### src/rtl/packet_assembler_pkg.sv
// Shared SPI_v3 component types and helpers for the packet assembler/disassembler pair.
package packet_assembler_pkg;

  // Assembler FSM: FILL collects chunks, FULL holds a complete packet.
  typedef enum logic {
    FILL = 1'b0,
    FULL = 1'b1
  } state_e;

  // Ceiling division: number of small chunks needed to cover a big word.
  function automatic int unsigned num_chunks(input int unsigned nbits_big,
                                             input int unsigned nbits_small);
    return (nbits_big + nbits_small - 1) / nbits_small;
  endfunction

endpackage

### src/rtl/packet_assembler_ctrl.sv
// Packet assembler control: FILL/FULL FSM, chunk counter, rdy/val and
// per-register write enables. Optional flush port under PACKET_ASSEMBLER_FLUSH_EN.
module packet_assembler_ctrl
  import packet_assembler_pkg::*;
#(
  parameter int unsigned num_regs = 2,
  parameter int unsigned cnt_bits = 2
) (
  input  logic                clk,
  input  logic                reset,
  input  logic                recv_val,
  input  logic                send_rdy,
`ifdef PACKET_ASSEMBLER_FLUSH_EN
  input  logic                flush,
`endif
  output logic                recv_rdy_c,
  output logic                send_val,
  output logic [num_regs-1:0] wr_en_c
);

  localparam logic [cnt_bits-1:0] LastIdx = cnt_bits'(num_regs - 1);

  state_e              state_q, state_d;
  logic [cnt_bits-1:0] cnt_q, cnt_d;
  logic [cnt_bits-1:0] chunk_idx_c;
  logic                fire_c;
  logic                flush_c;

`ifdef PACKET_ASSEMBLER_FLUSH_EN
  assign flush_c = flush;
`else
  assign flush_c = 1'b0;
`endif

  // Valid is a straight decode of the state flop.
  assign send_val = (state_q == FULL);

  // Next state, counter, ready and write-enable generation.
  always_comb begin
    state_d     = state_q;
    cnt_d       = cnt_q;
    wr_en_c     = '0;
    chunk_idx_c = cnt_q;
    recv_rdy_c  = (state_q == FILL) | send_rdy;
    fire_c      = recv_val & recv_rdy_c;

    case (state_q)
      FILL: begin
        // Flush abandons the partial packet; a same-cycle chunk restarts at index 0.
        if (flush_c) begin
          chunk_idx_c = '0;
          cnt_d       = '0;
        end
        if (fire_c) begin
          for (int unsigned i = 0; i < num_regs; i++) begin
            wr_en_c[i] = (32'(chunk_idx_c) + i == num_regs - 1);
          end
          if (chunk_idx_c == LastIdx) begin
            cnt_d   = '0;
            state_d = FULL;
          end else begin
            cnt_d = chunk_idx_c + cnt_bits'(1);
          end
        end
      end
      FULL: begin
        // Departing packet may overlap with chunk 0 of the next one.
        if (send_rdy) begin
          if (recv_val) begin
            wr_en_c[num_regs-1] = 1'b1;
            if (num_regs == 1) begin
              state_d = FULL;
              cnt_d   = '0;
            end else begin
              state_d = FILL;
              cnt_d   = cnt_bits'(1);
            end
          end else begin
            state_d = FILL;
          end
        end
      end
      default: state_d = FILL;
    endcase
  end

  // State and counter registers with synchronous reset.
  always_ff @(posedge clk) begin
    if (reset) begin
      state_q <= FILL;
      cnt_q   <= '0;
    end else begin
      state_q <= state_d;
      cnt_q   <= cnt_d;
    end
  end

endmodule

### src/rtl/packet_assembler.sv
// Packet assembler: gathers MSB-first nbits_in chunks into one nbits_out packet.
// Optional flush input enabled by defining PACKET_ASSEMBLER_FLUSH_EN.
module packet_assembler
  import packet_assembler_pkg::*;
#(
  parameter int unsigned nbits_in  = 8,
  parameter int unsigned nbits_out = 16,
  parameter int unsigned num_regs  = num_chunks(nbits_out, nbits_in),
  parameter int unsigned cnt_bits  = $clog2(num_regs) + 1
) (
  input  logic                 clk,
  input  logic                 reset,
  input  logic                 recv_val,
  output logic                 recv_rdy,
  input  logic [nbits_in-1:0]  recv_msg,
`ifdef PACKET_ASSEMBLER_FLUSH_EN
  input  logic                 flush,
`endif
  output logic                 send_val,
  input  logic                 send_rdy,
  output logic [nbits_out-1:0] send_msg
);

  logic [num_regs-1:0]          wr_en_c;
  logic [nbits_in-1:0]          regs_q [num_regs];
  logic [nbits_in-1:0]          regs_d [num_regs];
  logic [num_regs*nbits_in-1:0] cat_c;

  packet_assembler_ctrl #(
    .num_regs (num_regs),
    .cnt_bits (cnt_bits)
  ) u_ctrl (
    .clk        (clk),
    .reset      (reset),
    .recv_val   (recv_val),
    .send_rdy   (send_rdy),
`ifdef PACKET_ASSEMBLER_FLUSH_EN
    .flush      (flush),
`endif
    .recv_rdy_c (recv_rdy),
    .send_val   (send_val),
    .wr_en_c    (wr_en_c)
  );

  // Data registers load only when their write enable fires.
  always_comb begin
    for (int i = 0; i < int'(num_regs); i++) begin
      regs_d[i] = wr_en_c[i] ? recv_msg : regs_q[i];
    end
  end

  // Data register array with synchronous clear.
  always_ff @(posedge clk) begin
    if (reset) begin
      for (int i = 0; i < int'(num_regs); i++) begin
        regs_q[i] <= '0;
      end
    end else begin
      for (int i = 0; i < int'(num_regs); i++) begin
        regs_q[i] <= regs_d[i];
      end
    end
  end

  // Concatenate reg[num_regs-1]..reg[0]; truncation drops the unused top bits.
  always_comb begin
    for (int i = 0; i < int'(num_regs); i++) begin
      cat_c[i*nbits_in +: nbits_in] = regs_q[i];
    end
  end

  assign send_msg = cat_c[nbits_out-1:0];

endmodule

### config.mk
export PLATFORM = sky130hd
export DESIGN_NAME = packet_assembler
export DESIGN_NICKNAME = d
export VERILOG_FILES = /design/src/rtl/packet_assembler_pkg.sv /design/src/rtl/packet_assembler_ctrl.sv /design/src/rtl/packet_assembler.sv
export SDC_FILE = /design/constraint.sdc
export NUM_CORES = 1
export LEC_CHECK = 0
export CAP_MARGIN = 30
export CORE_AREA = 2 2 47 49
export CTS_CLUSTER_DIAMETER = 60
export DETAILED_ROUTE_END_ITERATION = 10
export DIE_AREA = 0 0 49 51
export GPL_TIMING_DRIVEN = 1
export PLACE_DENSITY = 0.85
export RECOVER_POWER = 100
export SLEW_MARGIN = 10
export SYNTH_ARGS = -nofsm -noshare
export SYNTH_HDL_FRONTEND = slang
export SYNTH_SLANG_ARGS = --single-unit
### constraint.sdc
create_clock -name clk -period 1.8 [get_ports clk]
set_clock_uncertainty 0.05 [all_clocks]
set_input_delay 0.27 -clock clk [delete_from_list [all_inputs] [get_ports clk]]
set_output_delay 0.27 -clock clk [all_outputs]
set_load 0.05 [all_outputs]
Word-level counts from Yosys, hierarchy flattened
Memories as Yosys holds them, arrays and structs flattened. Index checks and enable logic that the tools add are counted.

Flip-flop bits (word level): 3. RAM bits: 16. Logic and storage cells: 38. Memories: 1.

Add/subtract/negate cells: 2. Equal/unequal tests: 5. Mux-type cells: 22. Bitwise logic cells: 5. Reduce and logical (&&, ||, !) cells: 1.

Memories: regs_q (words 2, bits a word 8, rd ports 2, clocked after Yosys merged registers in 0, write ports 2, line packet_assembler.sv:25) `logic [nbits_in-1:0] regs_q [num_regs];`.

Operators by type and width (number): $eq 32x1->1 const B (1); $mux 8 (4); $mux 2 (6); $mux 1 (9); $ne 2x2->1 const B (2); $pmux 1 s2 (2); $pmux 2 s2 (1); $add 2x1->3 const B (1); $or 1x1->1 (3); $reduce_and 3->1 (1); $add 2x1->2 const B (1); $eq 2x1->1 const B (1); $ne 2x1->1 const B (1); $and 1x1->1 (1); $not 1->1 (1).

Logic depth before layout (Yosys ltp)
Depth after elaboration: 7. Mapped depth: 4. Gate-level depth less buffers: 3.

Modules after synthesis
Synthesis repeated with hierarchy kept, for this count alone.

Cells, all modules: 69. Area total of the unflattened synthesis: 729.4 um2.

By module, submodules not included: packet_assembler (instances 1, cells each 52, area each 579.3 um2, seq. area each 320.3 um2); packet_assembler_ctrl (instances 1, cells each 17, area each 150.1 um2, seq. area each 60.1 um2).

Worst setup path after synthesis
OpenSTA, ideal clock, no wires.

Path type: register to register. Start: register u_ctrl.state_q, in the netlist u_ctrl.send_val. End: register u_ctrl.cnt_q[0]. Arrival time: 1.540 ns. Slack: 0.077 ns. Cell stages (with the launch flop): 4. Path buffers: 0. Clock period less this slack: 1.723 ns. Path through: dfxtp_1 > nand2b_1 > nand3b_1 > a21oi_1.

Cells in the longest elaborated chain, start to end: 5.

RTL lines: start: declaration (line packet_assembler_ctrl.sv:23) `state_e state_q, state_d;`; start signal: assignment (line packet_assembler_ctrl.sv:93) `state_q <= state_d;`; $not 1->1 (line packet_assembler_ctrl.sv:44) `recv_rdy_c = (state_q == FILL) | send_rdy;`; $or 1x1->1 (line packet_assembler_ctrl.sv:44); via recv_rdy (line packet_assembler.sv:14) `output logic recv_rdy,`; $and 1x1->1 (line packet_assembler_ctrl.sv:45) `fire_c = recv_val & recv_rdy_c;`; $ne 2x1->1 (no line); $reduce_and 3->1 (no line); end signal: assignment (line packet_assembler_ctrl.sv:94) `cnt_q <= cnt_d;`; end: declaration (line packet_assembler_ctrl.sv:24) `logic [cnt_bits-1:0] cnt_q, cnt_d;`.

The timed path passes the listed nets, and every way through them passes these cells. A chain may end at the register's enable or synchronous reset.

==> flow_summary.yaml <==
logic_synthesis:
  synth_edf_count: 0
  synth_xor_area_frac: 0
  yosys.cell_types.count: 15
  ys_warn_count: 0
  ys_ff_latch: 19
  synth_area_leader_cell: "dfxtp_1"
  synthArstFlopShare: 0
  avgSynthCellArea_sq_um: 9.32
  ys_seq_area_frac: 0.486
  synth-main-ff-cell: "dfxtp_1"
  synth_top_family_by_area: "simple AND/OR/NAND/NOR gates"
  syn_inst: 84
  synth_top_area_share: 0.486
  synthAdderAreaFrac: 0
  yosysMostFrequentCell: "dfxtp_1"
  yosys-top-cells-count: "dfxtp_1 (19), nand2b_1 (17), nand2_1 (16)"
  synthSimpleGateAreaFrac: 0.270
  synth.cell_area_sq_um: 783
  synth_compound_area_frac: 0.105
  syn_nets: 96
  synthMuxAreaShare: 0.115
  yosys-top-cells-area: "dfxtp_1 (49%), nand2b_1 (14%), mux2i_1 (12%)"
setup_path:
  critPathSlowestCell: "clkdlybuf4s50_1"
  r2r_end: "regs_q[0][12]$_SDFFE_PP0P_"
  cp-end-kind: "output port"
  crit_family: "buffers and inverters"
  r2r_cells: 3
  cp_data_arrival_time_ns: 1.43
  reg2reg_slack_ns: 0.38
  cp.required_ns: 1.48
  r2r-start: "u_ctrl.cnt_q[0]$_SDFFE_PP0P_"
  path_buf_inv: 1
  critical_path.cell_chain: "clkdlybuf4s50_1"
  startpoint_type: "flip-flop"
  crit_fanout: 2
  crit_type: "flip-flop to output port"
  slowest_delay_ns: 0.80
global_routing:
  grt_pass1_wl_um: 2840
  grt_pass1_vias: 676
  grt_max_degree: 28
  antenna_found_initial: 0
  track_usage: 0.152
  grt_remaining_overflow: 0
sta:
  drv_slew: 0
  holdWs_ns: 0.407
  fmaxAchievable_mhz: 571
  finalCriticalPeriod_ns: 1.75
  rsz0062_at_grt: "no"
  setup_viol: 0
  slew_headroom: 0.582
  timing.setup.tns_ns: 0
  tightest_slew_ns: 0.630
  hold_viol_final: 0
  fin_crit_sh: 0.973
clock_network:
  numCtsBuffers: 3
  cts_tree: "yes"
  clk_pin_slew_ns: 0.10
  clkSinkCount: 19
  root_buffer: "clkbuf_4"
  clockBufferDepth: 2
  insertion_delay_ns: 0.30
  htree_levels: 1
drt:
  met3_wirelength_um: 61
  drt-total-wl_um: 1770
  wl_met1_um: 747
  drtAntennaViolNets: 0
  wl_per_cell_um: 12.2
  drtPass1Iterations: 4
  viasPerCell: 4.85
  drc: 0
  highest_layer: "met4"
  wl_met2_um: 908
  vias: 703
  drtIter0Drc: 8
final_layout:
  stdcell_area_sq_mm: 0.00104
  layout.nets: 130
  stdcell_count: 145
  area_delta_synth_final_pct: 32.4
  drive_gt1_frac: 0.0684
  antenna_cells: 0
power_and_ir_drop:
  vdd_drop_max_uv: 487
  leakage_nw: 0.389
  power_density_mw_per_mm2: 835
min_path:
  hold_start: "regs_q[0][3]$_SDFFE_PP0P_"
  worst_hold_path.num_cells: 2
  hp-class: "flip-flop to flip-flop"
  hold_path_end: "regs_q[0][3]$_SDFFE_PP0P_"
run:
  maxCapViolCount: 0
placed_design:
  placed_cells: 141
  dpl_cell_area_sq_mm: 0.00111
  port_buffers: 29
  place.gp.congestion: 0.763
  hpwl_um: 1330
floorplan:
  core_area_sq_mm: 0.00206
  start_util: 0.380
  die_w_um: 49
  die_h_um: 51
  die_area_sq_mm: 0.00250
  io_pins: 30
  rows: 17
run_status:
  status: "finished, final reports clean"
## sequential cells by signal, indices dropped and copies added (netlist names)
signal and count:
u_ctrl.send_val 1, regs_q 16, u_ctrl.cnt_q 2
## kinds of logic (layout without fill, tap and decap cells)
family / after synthesis / after routing
buffers and inverters: 5 / 38
multiplexers: 9 / 9
flip-flops: 19 / 19
AND/OR/NAND/NOR: 39 / 39
AO/OA/AOI/OAI: 12 / 12
## how the worst max path moves through the flow
stage	from	end	slack [ns]	cells past startpoint
after floorplan	u_ctrl.send_val$_SDFF_PP0_	u_ctrl.cnt_q[0]$_SDFFE_PP0P_	0.08	3
after global placement	recv_val	regs_q[0][9]$_SDFFE_PP0P_	0.16	5
after detailed placement	recv_val	regs_q[0][12]$_SDFFE_PP0P_	0.09	5
after CTS	regs_q[0][10]$_SDFFE_PP0P_	send_msg[10]	0.004	1
after global routing	regs_q[0][11]$_SDFFE_PP0P_	send_msg[11]	0.008	1
final	regs_q[0][11]$_SDFFE_PP0P_	send_msg[11]	0.05	1
## layout by cell type, fill, tap and decap left out, drive strengths merged
| cell | n |
|---|---|
| dfxtp | 19 |
| a21oi | 10 |
| nor3b | 1 |
| nand3b | 1 |
| nor2 | 1 |
| o41ai | 1 |
| dlygate4sd3 | 1 |
| inv | 1 |
| nor4bb | 1 |
| nand2b | 17 |
| nand3 | 1 |
| nand2 | 16 |
| dlygate4sd2 | 2 |
| clkdlybuf4s50 | 12 |
| o21ai | 1 |
| nand4bb | 1 |
| buf | 2 |
| mux2i | 9 |
| clkbuf | 20 |
## per-layer routing
layer / vias to the layer above / GRT usage
li1: 344 / -
met1: 336 / 0.162
met2: 18 / 0.279
met3: 5 / 0.00877
met4: 0 / 0.129
met5: - / 0
## where the power goes
group | leakage, nW | switching, mW | internal, mW
Clock | 0.0150 | 0.121 | 0.0864
Sequential | 0.155 | 0.0150 | 0.444
Combinational | 0.219 | 0.130 | 0.0696
Total | 0.389 | 0.267 | 0.600
## stage by stage
stage / util / setup WS, ns / total power [mW]
floorplan: - / 0.0773 / 0.607
detailed placement: 0.540 / 0.0919 / 0.697
finish: 0.503 / 0.0488 / 0.866
global route: 0.503 / 0.00779 / 0.908
CTS: 0.551 / 0.00355 / 0.909
global placement: 0.540 / 0.159 / 0.693
## cell type report
| type | instances | area (sq um) |
|---|---|---|
| fill | 219 | 1030 |
| sequential | 19 | 380 |
| multi-input combinational | 60 | 365 |
| timing repair buffer | 33 | 226 |
| tap | 28 | 35.0 |
| clock buffer | 4 | 26.3 |
| inverter | 1 | 3.75 |
## what timing repair did
item                                    4_1_cts  5_1_grt
hold buffers                                  0        0
endpoints found under the setup margin        2        5
buffers inserted                              0        0
gates resized for setup                       2        5
Power figures use the tool's default switching activity.
==> edit (same settings) <==
Set the parameter `nbits_in` to 4 (it was 8).
--- a/src/rtl/packet_assembler.sv
+++ b/src/rtl/packet_assembler.sv
@@ -4,5 +4,5 @@
   import packet_assembler_pkg::*;
 #(
-  parameter int unsigned nbits_in  = 8,
+  parameter int unsigned nbits_in  = 4,
   parameter int unsigned nbits_out = 16,
   parameter int unsigned num_regs  = num_chunks(nbits_out, nbits_in),
Ports: changed (resized recv_msg); port bits go from 30 to 26. No check against the original RTL was run, so the function may have changed too.
==> edit against the unedited design <==
Via count rose by 29%; sequential power increased by 3%; clock power up 26%; wire length is 26% higher; power up 5.3%; count of clock-buffer cells in the layout is the same; final cell count grew 17%; fmax up 5.1%; final area increased by 20%; synthesized area rose by 26%; utilization is 9.9 points higher; setup slack improved by 0.085 ns; sequential cell count rose by 1.
==> edit: results (changes against the unedited design) <==
\begin{tabular}{lr}
\hline
Metric & Value \\
\hline
\multicolumn{2}{l}{\textbf{Worst setup path}} \\
Flop2flop setup slack & 0.16 ns (-0.22 ns) \\
Arrival time reported for the critical path endpoint & 1.35 ns (-0.08 ns) \\
Critical path fanouts, max & 13 (+11) \\
Longest individual stage delay on the worst path & 0.50 ns (-0.30 ns) \\
Dominant delay contributor by cell family on the critical path & flip-flops \\
Slowest stage cell on the critical path & dfxtp\_2 \\
\multicolumn{2}{l}{\textbf{Pwr}} \\
Static Leak & 0.000448 uW (+15\%) \\
Share of power burned in registers & 0.518 (-0.011) \\
Power dissipated in the clock network & 262 uW (+26\%) \\
VDD IR max & 0.000505 V (+3.7\%) \\
\multicolumn{2}{l}{\textbf{Cells and area}} \\
Fraction of layout cells with a size suffix above 1 & 0.127 (+0.0584) \\
Final net count & 158 (+22\%) \\
\multicolumn{2}{l}{\textbf{Synthesis}} \\
Synth Area in Compound Gates & 0.163 (+0.0581) \\
Post-synthesis mux area share & 0.0520 (-0.0631) \\
Post-synthesis share of cell area spent on full adders, half adders and majority gates & 0.0887 (+0.0887) \\
Syn\_nets & 125 (+30\%) \\
\multicolumn{2}{l}{\textbf{Placement}} \\
Detail Placement HPWL & 1730 um (+30\%) \\
Buffers on Ports & 25 (-14\%) \\
\multicolumn{2}{l}{\textbf{Global route}} \\
Pin count of the biggest net entering global routing & 14 (-50\%) \\
First-pass GRT wire length & 3830 um (+35\%) \\
Global routing usage summed across all routing layers & 0.200 (+0.0478) \\
\multicolumn{2}{l}{\textbf{Run status}} \\
Result of the run & finished, final reports clean \\
\multicolumn{2}{l}{\textbf{Drt}} \\
Via density & 5.32 (+9.7\%) \\
Number of DRC markers after the initial detailed-route iteration & 12 (+4) \\
\multicolumn{2}{l}{\textbf{Floorplan}} \\
Initial Util & 0.478 (+0.0988) \\
\multicolumn{2}{l}{\textbf{Timing}} \\
Final Hold Slack & 0.410 ns (+0.00282 ns) \\
Worst slew margin & 0.600 (+0.0181) \\
\hline
\end{tabular}
-- edit: cell types whose count changed after synthesis, sizes merged, moves of 5 or more --
cell and change:
inv +6, nand2 -11, ha +7, a21oi +6, nand3 +12, o21ai +11, mux2i -5, nand2b -9
-- edit: area by class of cell --
cell class              count  area, um2  share of cell area
flip-flops and latches     20        403               0.324
well taps                  28       35.0              0.0282
clock buffers               4       36.3              0.0292
inverters                   7       26.3              0.0211
multi-input cells          80        538               0.433
repair buffers             31        204               0.164
-- edit: path summary, 6_finish.rpt --
path	start	to	depth (start not counted)
setup / recovery	u_ctrl.send_val$_SDFF_PP0_	recv_rdy	3
setup reg to reg	u_ctrl.cnt_q[0]$_SDFFE_PP0P_	regs_q[3][1]$_SDFFE_PP0P_	5
hold / removal	regs_q[0][2]$_SDFFE_PP0P_	regs_q[0][2]$_SDFFE_PP0P_	2
hold reg to reg	regs_q[0][2]$_SDFFE_PP0P_	regs_q[0][2]$_SDFFE_PP0P_	2
-- edit: what timing repair did --
action | in CTS | in global routing
cloned | 0 | 0
endpoints found under the setup margin | 2 | 6
hold buffers | 0 | 0
pin swaps | 0 | 0
gates resized for setup | 2 | 3
-- edit: routing by layer --
metal / track usage / vias to the layer above / part of all wire
met3: 0.0409 / 6 / 0.055
li1: - / 452 / -
met2: 0.356 / 30 / 0.50
met4: 0.129 / 0 / 0.027
met1: 0.218 / 416 / 0.42
met5: 0 / - / 0
-- edit: stage by stage --
stage	power [uW]	cells	setup WS, ns	cell area (um2)	util
global placement	670	166	0.181	1290	0.626
detailed placement	676	166	0.0946	1290	0.626
floorplan	601	110	0.143	987	-
global route	950	170	0.0296	1240	0.602
CTS	938	170	0.000481	1330	0.644
finish	912	170	0.134	1240	0.602
